$ cat config.mk
export PLATFORM = sky130hd
export DESIGN_NAME = y86_regfile
export DESIGN_NICKNAME = d
export VERILOG_FILES = /design/src/rtl/y86_regfile_pkg.sv /design/src/rtl/y86_regfile_rdport.sv /design/src/rtl/y86_regfile.sv
export SDC_FILE = /design/constraint.sdc
export NUM_CORES = 2
export LEC_CHECK = 0
export ABC_CLOCK_PERIOD_IN_PS = 3100
export CAP_MARGIN = 20
export CORE_ASPECT_RATIO = 1.4
export CORE_MARGIN = 10
export CORE_UTILIZATION = 35
export DETAILED_ROUTE_END_ITERATION = 10
export HOLD_SLACK_MARGIN = 0.1
export PLACE_DENSITY = 0.58
export SETUP_SLACK_MARGIN = 0.4
export SYNTH_ARGS = -nofsm -noshare
export SYNTH_HDL_FRONTEND = slang
export SYNTH_HIERARCHICAL = 1
export SYNTH_SLANG_ARGS = --single-unit
$ cat constraint.sdc
create_clock -name clk -period 3.1 [get_ports clk]
set_input_delay 0.62 -clock clk [delete_from_list [all_inputs] [get_ports clk]]
set_output_delay 0.62 -clock clk [all_outputs]
set_load 0.005 [all_outputs]
$ cat src/rtl/y86_regfile_pkg.sv
//------------------------------------------------------------------------------
// Module : y86_pkg
// Brief  : Shared Y86-64 constants: word width, register IDs, icodes.
// Rev    : 1.0 - initial release
//------------------------------------------------------------------------------
`default_nettype none

package y86_pkg;

  localparam int WORD_W = 64;

  localparam logic [3:0] RAX   = 4'h0;
  localparam logic [3:0] RCX   = 4'h1;
  localparam logic [3:0] RDX   = 4'h2;
  localparam logic [3:0] RBX   = 4'h3;
  localparam logic [3:0] RSP   = 4'h4;
  localparam logic [3:0] RBP   = 4'h5;
  localparam logic [3:0] RSI   = 4'h6;
  localparam logic [3:0] RDI   = 4'h7;
  localparam logic [3:0] R8    = 4'h8;
  localparam logic [3:0] R9    = 4'h9;
  localparam logic [3:0] R10   = 4'hA;
  localparam logic [3:0] R11   = 4'hB;
  localparam logic [3:0] R12   = 4'hC;
  localparam logic [3:0] R13   = 4'hD;
  localparam logic [3:0] R14   = 4'hE;
  localparam logic [3:0] RNONE = 4'hF;

  localparam logic [3:0] HALT   = 4'h0;
  localparam logic [3:0] NOP    = 4'h1;
  localparam logic [3:0] RRMOVQ = 4'h2;
  localparam logic [3:0] IRMOVQ = 4'h3;
  localparam logic [3:0] RMMOVQ = 4'h4;
  localparam logic [3:0] MRMOVQ = 4'h5;
  localparam logic [3:0] OPQ    = 4'h6;
  localparam logic [3:0] JXX    = 4'h7;
  localparam logic [3:0] CALL   = 4'h8;
  localparam logic [3:0] RET    = 4'h9;
  localparam logic [3:0] PUSHQ  = 4'hA;
  localparam logic [3:0] POPQ   = 4'hB;

  function automatic logic id_valid(input logic [3:0] id, input int nreg);
    return int'(id) < nreg;
  endfunction

endpackage

`default_nettype wire

$ cat src/rtl/y86_regfile_rdport.sv
//------------------------------------------------------------------------------
// Module : y86_regfile_rdport
// Brief  : One combinational read port; non-register IDs read 0, optional
//          write-to-read forwarding (port M has priority over port E).
// Rev    : 1.0 - initial release
//------------------------------------------------------------------------------
`default_nettype none

module y86_regfile_rdport
  import y86_pkg::*;
#(
  parameter int NREG   = 15,
  parameter bit BYPASS = 1'b0
) (
  input  logic [WORD_W-1:0] regs [NREG],
  input  logic [3:0]        sel,
  input  logic              wen,
  input  logic              rst,
  input  logic [3:0]        dstE,
  input  logic [WORD_W-1:0] valE,
  input  logic [3:0]        dstM,
  input  logic [WORD_W-1:0] valM,
  output logic [WORD_W-1:0] val
);

  logic [WORD_W-1:0] w_stored;

  assign w_stored = id_valid(sel, NREG) ? regs[sel] : '0;

  generate
    if (BYPASS) begin : g_bypass
      always_comb begin
        val = w_stored;
        if (wen && !rst) begin
          if (id_valid(dstM, NREG) && (sel == dstM)) begin
            val = valM;
          end else if (id_valid(dstE, NREG) && (sel == dstE)) begin
            val = valE;
          end
        end
      end
    end else begin : g_no_bypass
      logic w_unused;
      assign w_unused = &{1'b0, wen, rst, dstE, valE, dstM, valM};
      assign val      = w_stored;
    end
  endgenerate

endmodule

`default_nettype wire

$ cat src/rtl/y86_regfile.sv
//------------------------------------------------------------------------------
// Module : y86_regfile
// Brief  : Y86-64 register file, 2 async read + 1 debug read, 2 sync writes.
//          Macro Y86_REGFILE_BYPASS_EN enables forwarding on valA/valB.
// Rev    : 1.0 - initial release
//------------------------------------------------------------------------------
`default_nettype none

module y86_regfile
  import y86_pkg::*;
#(
  parameter int                NREG     = 15,
  parameter logic [WORD_W-1:0] RSP_INIT = 64'h0
) (
  input  logic              clk,
  input  logic              rst,
  input  logic [3:0]        srcA,
  input  logic [3:0]        srcB,
  output logic [WORD_W-1:0] valA,
  output logic [WORD_W-1:0] valB,
  input  logic [3:0]        dstE,
  input  logic [WORD_W-1:0] valE,
  input  logic [3:0]        dstM,
  input  logic [WORD_W-1:0] valM,
  input  logic              wen,
  input  logic [3:0]        dbgSel,
  output logic [WORD_W-1:0] dbgVal
);

`ifdef Y86_REGFILE_BYPASS_EN
  localparam bit c_bypass = 1'b1;
`else
  localparam bit c_bypass = 1'b0;
`endif

  logic [WORD_W-1:0] r_regs [NREG];

  // Port M is written last so it wins a same-register collision (popq %rsp).
  always_ff @(posedge clk) begin
    if (rst) begin
      for (int i = 0; i < NREG; i++) begin
        r_regs[i] <= (i == int'(RSP)) ? RSP_INIT : '0;
      end
    end else if (wen) begin
      if (id_valid(dstE, NREG)) r_regs[dstE] <= valE;
      if (id_valid(dstM, NREG)) r_regs[dstM] <= valM;
    end
  end

  y86_regfile_rdport #(.NREG(NREG), .BYPASS(c_bypass)) u_port_a (
    .regs (r_regs), .sel (srcA), .wen (wen), .rst (rst),
    .dstE (dstE), .valE (valE), .dstM (dstM), .valM (valM), .val (valA)
  );

  y86_regfile_rdport #(.NREG(NREG), .BYPASS(c_bypass)) u_port_b (
    .regs (r_regs), .sel (srcB), .wen (wen), .rst (rst),
    .dstE (dstE), .valE (valE), .dstM (dstM), .valM (valM), .val (valB)
  );

  y86_regfile_rdport #(.NREG(NREG), .BYPASS(1'b0)) u_port_dbg (
    .regs (r_regs), .sel (dbgSel), .wen (wen), .rst (rst),
    .dstE (dstE), .valE (valE), .dstM (dstM), .valM (valM), .val (dbgVal)
  );

endmodule

`default_nettype wire

-- Word-level counts from Yosys, hierarchy flattened
Index checks and enable logic that the tools add are counted.
Widths: inputs -> output; s select.
- register bits after elaboration: 960
- bits of input ports: 151
- output and inout bits: 192
- logic and storage cells: 56
- magnitude comparators: 12
- mux-type cells: 22
- bitwise logic cells: 5
- reductions and logical operators: 2
- operators by type and width (kind ; count):
    $mux 960 ; 4
    $bwmux 960 ; 2
    $bmux 64 s4 ; 3
    $mux 64 ; 11
    $demux 64 s4 ; 2
    $ge 5x5->1 const B ; 5
    $not 4->5 ; 5
    $lt 4x4->1 const B ; 5
    $lt 5x1->1 const B ; 2
    $logic_and 1x1->1 ; 2

-- Depth between registers and ports, before layout
- depth after elaboration: 11
- gate-level depth with buffers: 8
- gate-level depth less buffers: 4

-- Cells and area by module
Netlist, hierarchy kept.
- modules (own cells, without submodules) (module ; times used ; cells an instance ; area each (um2) ; sequential area each (um2)):
    y86_regfile ; 1 ; 5000 ; 43015.0 ; 19218.4
    y86_regfile_rdport ; 3 ; 670 ; 8349.3 ; 0.0

-- Worst setup path before layout
No wires, ideal clock.
- path type: input-to-output
- from: input port dbgSel[0]
- to: output port dbgVal[10]
- arrival: 1.826 ns
- required time: 2.480 ns
- path slack: 0.654 ns
- stages: 6
- buffers on the path: 4
- cell sequence: buf_6 buf_12 buf_4 clkbuf_1 mux4_2 o21ai_1
- longest elaborated chain between the ends: 5
- elaborated cells on any way between the ends: 6
- those cells by class: 1 x order compare; 4 x mux; 1 x bitwise
- ends and longest elaborated chain (item ; line ; source):
    start, declared ; y86_regfile.sv:26 ; input logic [3:0] dbgSel,
    $not 4->5 (not written as such) ; y86_regfile_rdport.sv:28 ; assign w_stored = id_valid(sel, NREG) ? regs[sel] : '0;
    $bmux 64 s4 ; y86_regfile_rdport.sv:28 ;
    $mux 64 (not written as such) (2 in a row) ; y86_regfile_rdport.sv:28 ;
    $mux 64 (*) ; y86_regfile_rdport.sv:28 ;
    end, declared ; y86_regfile.sv:27 ; output logic [WORD_W-1:0] dbgVal
Mark *: on every way between the ends. The rest lies on a longest branch, timed or not. The select of a mux whose other input is x is not followed.

-- Final worst setup path
- from: input port srcA[0]
- to: output port valA[61]
- longest elaborated chain between the ends: 5
- elaborated cells on any way between the ends: 6
- those cells by class: 1 x order compare; 4 x mux; 1 x bitwise
- ends and longest elaborated chain (item ; line ; source):
    start, declared ; y86_regfile.sv:17 ; input logic [3:0] srcA,
    $not 4->5 (not written as such) ; y86_regfile_rdport.sv:28 ;
    $bmux 64 s4 ; y86_regfile_rdport.sv:28 ;
    $mux 64 (not written as such) (2 in a row) ; y86_regfile_rdport.sv:28 ;
    $mux 64 (*) ; y86_regfile_rdport.sv:28 ;
    end, declared ; y86_regfile.sv:19 ; output logic [WORD_W-1:0] valA,
Marks and branches as above.

==> flow_summary.html <==
<table>
<tr><th>Metric</th><th>Value</th></tr>
<tr><th colspan="2">Logic synthesis</th></tr>
<tr><td>Synthesized Nets</td><td>between 7000 and 8000</td></tr>
<tr><td>Number of distinct library cells after synthesis</td><td>58</td></tr>
<tr><td>Proportion of synthesized chip area in sequential cells</td><td>28.2%</td></tr>
<tr><td>Async S/R FF share, synth</td><td>0%</td></tr>
<tr><td>Number of synthesized flops with an enable pin</td><td>0</td></tr>
<tr><td>Number of instances in the synthesized netlist</td><td>between 7000 and 8000</td></tr>
<tr><td>Total standard cell area after synthesis</td><td>~68000 sq um</td></tr>
<tr><td>Synthesis-stage register bit count</td><td>between 900 and 1000</td></tr>
<tr><td>Syn. warnings</td><td>6</td></tr>
<tr><td>Top FF cell, synth</td><td>sky130_fd_sc_hd__dfxtp_1</td></tr>
<tr><td>Avg Cell Area, Syn</td><td>just under 10 sq um</td></tr>
<tr><th colspan="2">Detailed routing</th></tr>
<tr><td>Detailed-route vias per instance</td><td>approximately 6.6</td></tr>
<tr><td>Avg WL per Cell</td><td>around 33 microns</td></tr>
<tr><td>Total via count after detailed routing</td><td>between 60000 and 70000</td></tr>
<tr><td>Final wirelength</td><td>around 330 mm</td></tr>
<tr><td>ANT nets after route</td><td>0</td></tr>
<tr><td>Number of detailed-route iterations in the first pass</td><td>6</td></tr>
<tr><td>Drt first-iter violations</td><td>8018</td></tr>
<tr><td>Total DRC errors in the routed layout</td><td>0</td></tr>
<tr><th colspan="2">Floorplan</th></tr>
<tr><td>Die footprint</td><td>approximately 210000 sq um</td></tr>
<tr><td>Rows</td><td>around 190</td></tr>
<tr><td>Die Y-Extent</td><td>542 microns</td></tr>
<tr><td>Initial standard-cell utilization of the core</td><td>about a third</td></tr>
<tr><td>Core area</td><td>about 190000 sq um</td></tr>
<tr><td>Floorplan die width</td><td>393 microns</td></tr>
<tr><td>Num ports</td><td>about 340</td></tr>
<tr><th colspan="2">Place</th></tr>
<tr><td>GPL Wtd Cong</td><td>0.912</td></tr>
<tr><td>Buffers added on ports</td><td>roughly 340</td></tr>
<tr><td>Worst setup slack after placement</td><td>-723 ps</td></tr>
<tr><td>HPWL after detailed placement</td><td>206 mm</td></tr>
<tr><th colspan="2">Critical path</th></tr>
<tr><td>CP max stage cell</td><td>sky130_fd_sc_hd__mux4_2</td></tr>
<tr><td>Arrival time reported for the critical path endpoint</td><td>2380 ps</td></tr>
<tr><td>Cell breakdown of the critical path</td><td>buf_16 &gt; buf_16 &gt; buf_16 &gt; buf_8 &gt; mux4_2 &gt; a22oi_2 &gt; buf_4 &gt; o21ai_2 &gt; buf_2</td></tr>
<tr><td>Setup CP Type</td><td>in -&gt; out</td></tr>
<tr><td>CP max FO</td><td>8</td></tr>
<tr><td>Worst setup SP type</td><td>input pin</td></tr>
<tr><td>Required time at the endpoint of the critical path</td><td>around 2500 ps</td></tr>
<tr><td>Most Frequent Cell on Critical Path</td><td>sky130_fd_sc_hd__buf_16</td></tr>
<tr><td>Critical path endpoint category</td><td>output port</td></tr>
<tr><td>Combined buffer and inverter count along the critical path</td><td>6</td></tr>
<tr><td>Slowest stage delay, CP</td><td>about 490 ps</td></tr>
<tr><td>Delay-heaviest family, CP</td><td>buffers and inverters</td></tr>
<tr><th colspan="2">Timing</th></tr>
<tr><td>Worst hold slack after final layout</td><td>around 350 ps</td></tr>
<tr><td>Final Slew Violations</td><td>0</td></tr>
<tr><td>Slew HR</td><td>36.1%</td></tr>
<tr><td>Worst-Margin Slew</td><td>approximately 960 ps</td></tr>
<tr><td>Worst clock skew on the final layout</td><td>0 ps</td></tr>
<tr><td>Crit path setup slack, layout</td><td>95.8 ps</td></tr>
<tr><td>Accumulated negative setup slack</td><td>0 ps</td></tr>
<tr><td>Hold violation count in the final report</td><td>0</td></tr>
<tr><td>Final clock period utilization by the worst path</td><td>96.9%</td></tr>
<tr><td>Final setup vio count</td><td>0</td></tr>
<tr><td>Highest clock rate</td><td>roughly 330 MHz</td></tr>
<tr><td>Final critical delay including setup and external delays</td><td>around 3000 ps</td></tr>
<tr><td>Setup repair after global routing missed its margin</td><td>yes</td></tr>
<tr><th colspan="2">Layout</th></tr>
<tr><td>Highest-count cells in the layout ignoring fill and taps</td><td>sky130_fd_sc_hd__nor2_1, sky130_fd_sc_hd__mux2i_1, sky130_fd_sc_hd__dfxtp_1</td></tr>
<tr><td>Register with the most flip-flops</td><td>r_regs</td></tr>
<tr><td>Layout Nets</td><td>between 7000 and 8000</td></tr>
<tr><td>Fraction of final layout cells sized beyond drive strength 1</td><td>about 34%</td></tr>
<tr><td>Largest registers</td><td>r_regs x960</td></tr>
<tr><td>Post-Route Utilization</td><td>around 45%</td></tr>
<tr><td>Synth-to-layout area growth</td><td>26.6%</td></tr>
<tr><td>Flip-flop count of the largest register after layout</td><td>960</td></tr>
<tr><th colspan="2">Global route</th></tr>
<tr><td>Number of global-route vias before repair</td><td>64827</td></tr>
<tr><td>Maximum number of pins on one net before global-route repair</td><td>between 100 and 150</td></tr>
<tr><td>Antenna violations before repair</td><td>16</td></tr>
<tr><td>Global-route congestion overflow total</td><td>0</td></tr>
<tr><td>Wire length of the first global-routing pass</td><td>~470 mm</td></tr>
<tr><td>Total Routing Usage GR</td><td>slightly below 30%</td></tr>
<tr><th colspan="2">Clock network</th></tr>
<tr><td>Insertion delay to the later sink of the worst-skew pair</td><td>770 ps</td></tr>
<tr><td>Total CTS buffers</td><td>about 100</td></tr>
<tr><td>Maximum count of clock buffers along a single path</td><td>3</td></tr>
<tr><td>Num Clock Sinks</td><td>between 900 and 1000</td></tr>
<tr><td>CTS tree</td><td>yes</td></tr>
<tr><td>Cts-stage hold buffer count</td><td>0</td></tr>
<tr><td>H-Tree Depth</td><td>3</td></tr>
<tr><td>CTS Root Buffer Type</td><td>sky130_fd_sc_hd__clkbuf_16</td></tr>
<tr><td>Clk pin slew, worst setup/hold paths</td><td>60 ps</td></tr>
<tr><th colspan="2">Job</th></tr>
<tr><td>Maxcap violations</td><td>0</td></tr>
<tr><th colspan="2">Hold path</th></tr>
<tr><td>Type of the most critical hold path</td><td>in -&gt; reg</td></tr>
<tr><th colspan="2">Status</th></tr>
<tr><td>Status</td><td>completed</td></tr>
<tr><th colspan="2">Power and ir drop</th></tr>
<tr><td>Peak supply drop</td><td>0.450 mV</td></tr>
<tr><td>P per Cell Area</td><td>between 300 and 400 nW/um^2</td></tr>
<tr><td>Static leakage power</td><td>between 30 and 40 nW</td></tr>
<tr><td>Total power of the final layout</td><td>roughly 0.034 W</td></tr>
</table>
metal layers:
layer | GRT usage, % | share of wire [%] | wire, microns
met5 | 0 | 0.024 | 80
met4 | 20.5 | 8.1 | 26600
met3 | 8.19 | 11 | 36300
met2 | 45.5 | 45 | 147000
met1 | 35.3 | 36 | 120000
report_power, final:
group          switching (W)  internal [W]  leakage [nW]
Clock                0.00584       0.00747          1.70
Sequential          0.000528        0.0128          7.91
Combinational        0.00428       0.00345          21.7
logic make-up (layout without fill, tap and decap cells):
group	Yosys count	count (layout)	synth area share (%)
buffers and inverters	925	1449	8.02
DFF	960	960	28.2
muxes	1534	1534	33.3
other	0	16	0
AOI/OAI and AO/OA	1632	1632	18.0
and+or+nand+nor	1959	1959	12.5
Yosys cell counts (9+ instances only):
library cell	number	share of area, %
sky130_fd_sc_hd__dfxtp_1	960	28
sky130_fd_sc_hd__mux2i_1	958	14
sky130_fd_sc_hd__nor2_1	958	5.3
sky130_fd_sc_hd__nand2_1	634	3.5
sky130_fd_sc_hd__a211oi_1	617	6.8
sky130_fd_sc_hd__mux4_2	552	18
sky130_fd_sc_hd__clkbuf_1	467	2.6
sky130_fd_sc_hd__a311oi_1	274	3.5
sky130_fd_sc_hd__buf_2	230	1.7
sky130_fd_sc_hd__nand2b_1	198	1.8
sky130_fd_sc_hd__o21ai_1	196	1.4
sky130_fd_sc_hd__a22oi_1	192	2.1
sky130_fd_sc_hd__o22ai_1	192	1.8
sky130_fd_sc_hd__buf_6	75	1.2
sky130_fd_sc_hd__buf_4	57	0.63
sky130_fd_sc_hd__and2_1	55	0.51
sky130_fd_sc_hd__o32ai_1	53	0.68
sky130_fd_sc_hd__buf_12	48	1.4
sky130_fd_sc_hd__or2_2	38	0.35
sky130_fd_sc_hd__a311oi_2	30	0.66
sky130_fd_sc_hd__buf_1	25	0.14
sky130_fd_sc_hd__a211oi_2	24	0.44
sky130_fd_sc_hd__mux4_1	24	0.93
sky130_fd_sc_hd__a21oi_1	17	0.13
sky130_fd_sc_hd__o21a_1	11	0.12
sky130_fd_sc_hd__nand4b_1	10	0.13
sky130_fd_sc_hd__nor3_1	9	0.066
per-stage QoR:
step	std cells	cell area, sq um
finish	10059	86100
global route	10046	86100
detailed placement	9617	77300
CTS	9957	84800
floorplan	7010	68100
global placement	9617	77300
final timing paths:
path	cells after the start	to	startpoint	slack (ps)
setup / recovery	9	valA[61]	srcA[0]	100
hold / removal	2	r_regs[784]	rst	350
setup reg to reg	3	r_regs[785]	r_regs[785]	2090
hold reg to reg	2	r_regs[377]	r_regs[377]	510
layout make-up:
type / count / area, sq um
antenna: 16 / 40.0
sequential: 960 / 19500
timing repair buffer: 1259 / 14500
fill: 17876 / 107000
clock buffer: 149 / 3020
tap: 2509 / 3140
multi-input combinational: 5125 / 45400
inverter: 5 / 22.5
clock inverter: 36 / 432
what timing repair did:
action                                  4_1_cts  5_1_grt
setup buffers                               113       83
cloned                                       42        3
pin swaps                                   112      137
gates resized for setup                     944      581
endpoints found under the setup margin      192      192
Power figures use the tool's default switching activity.
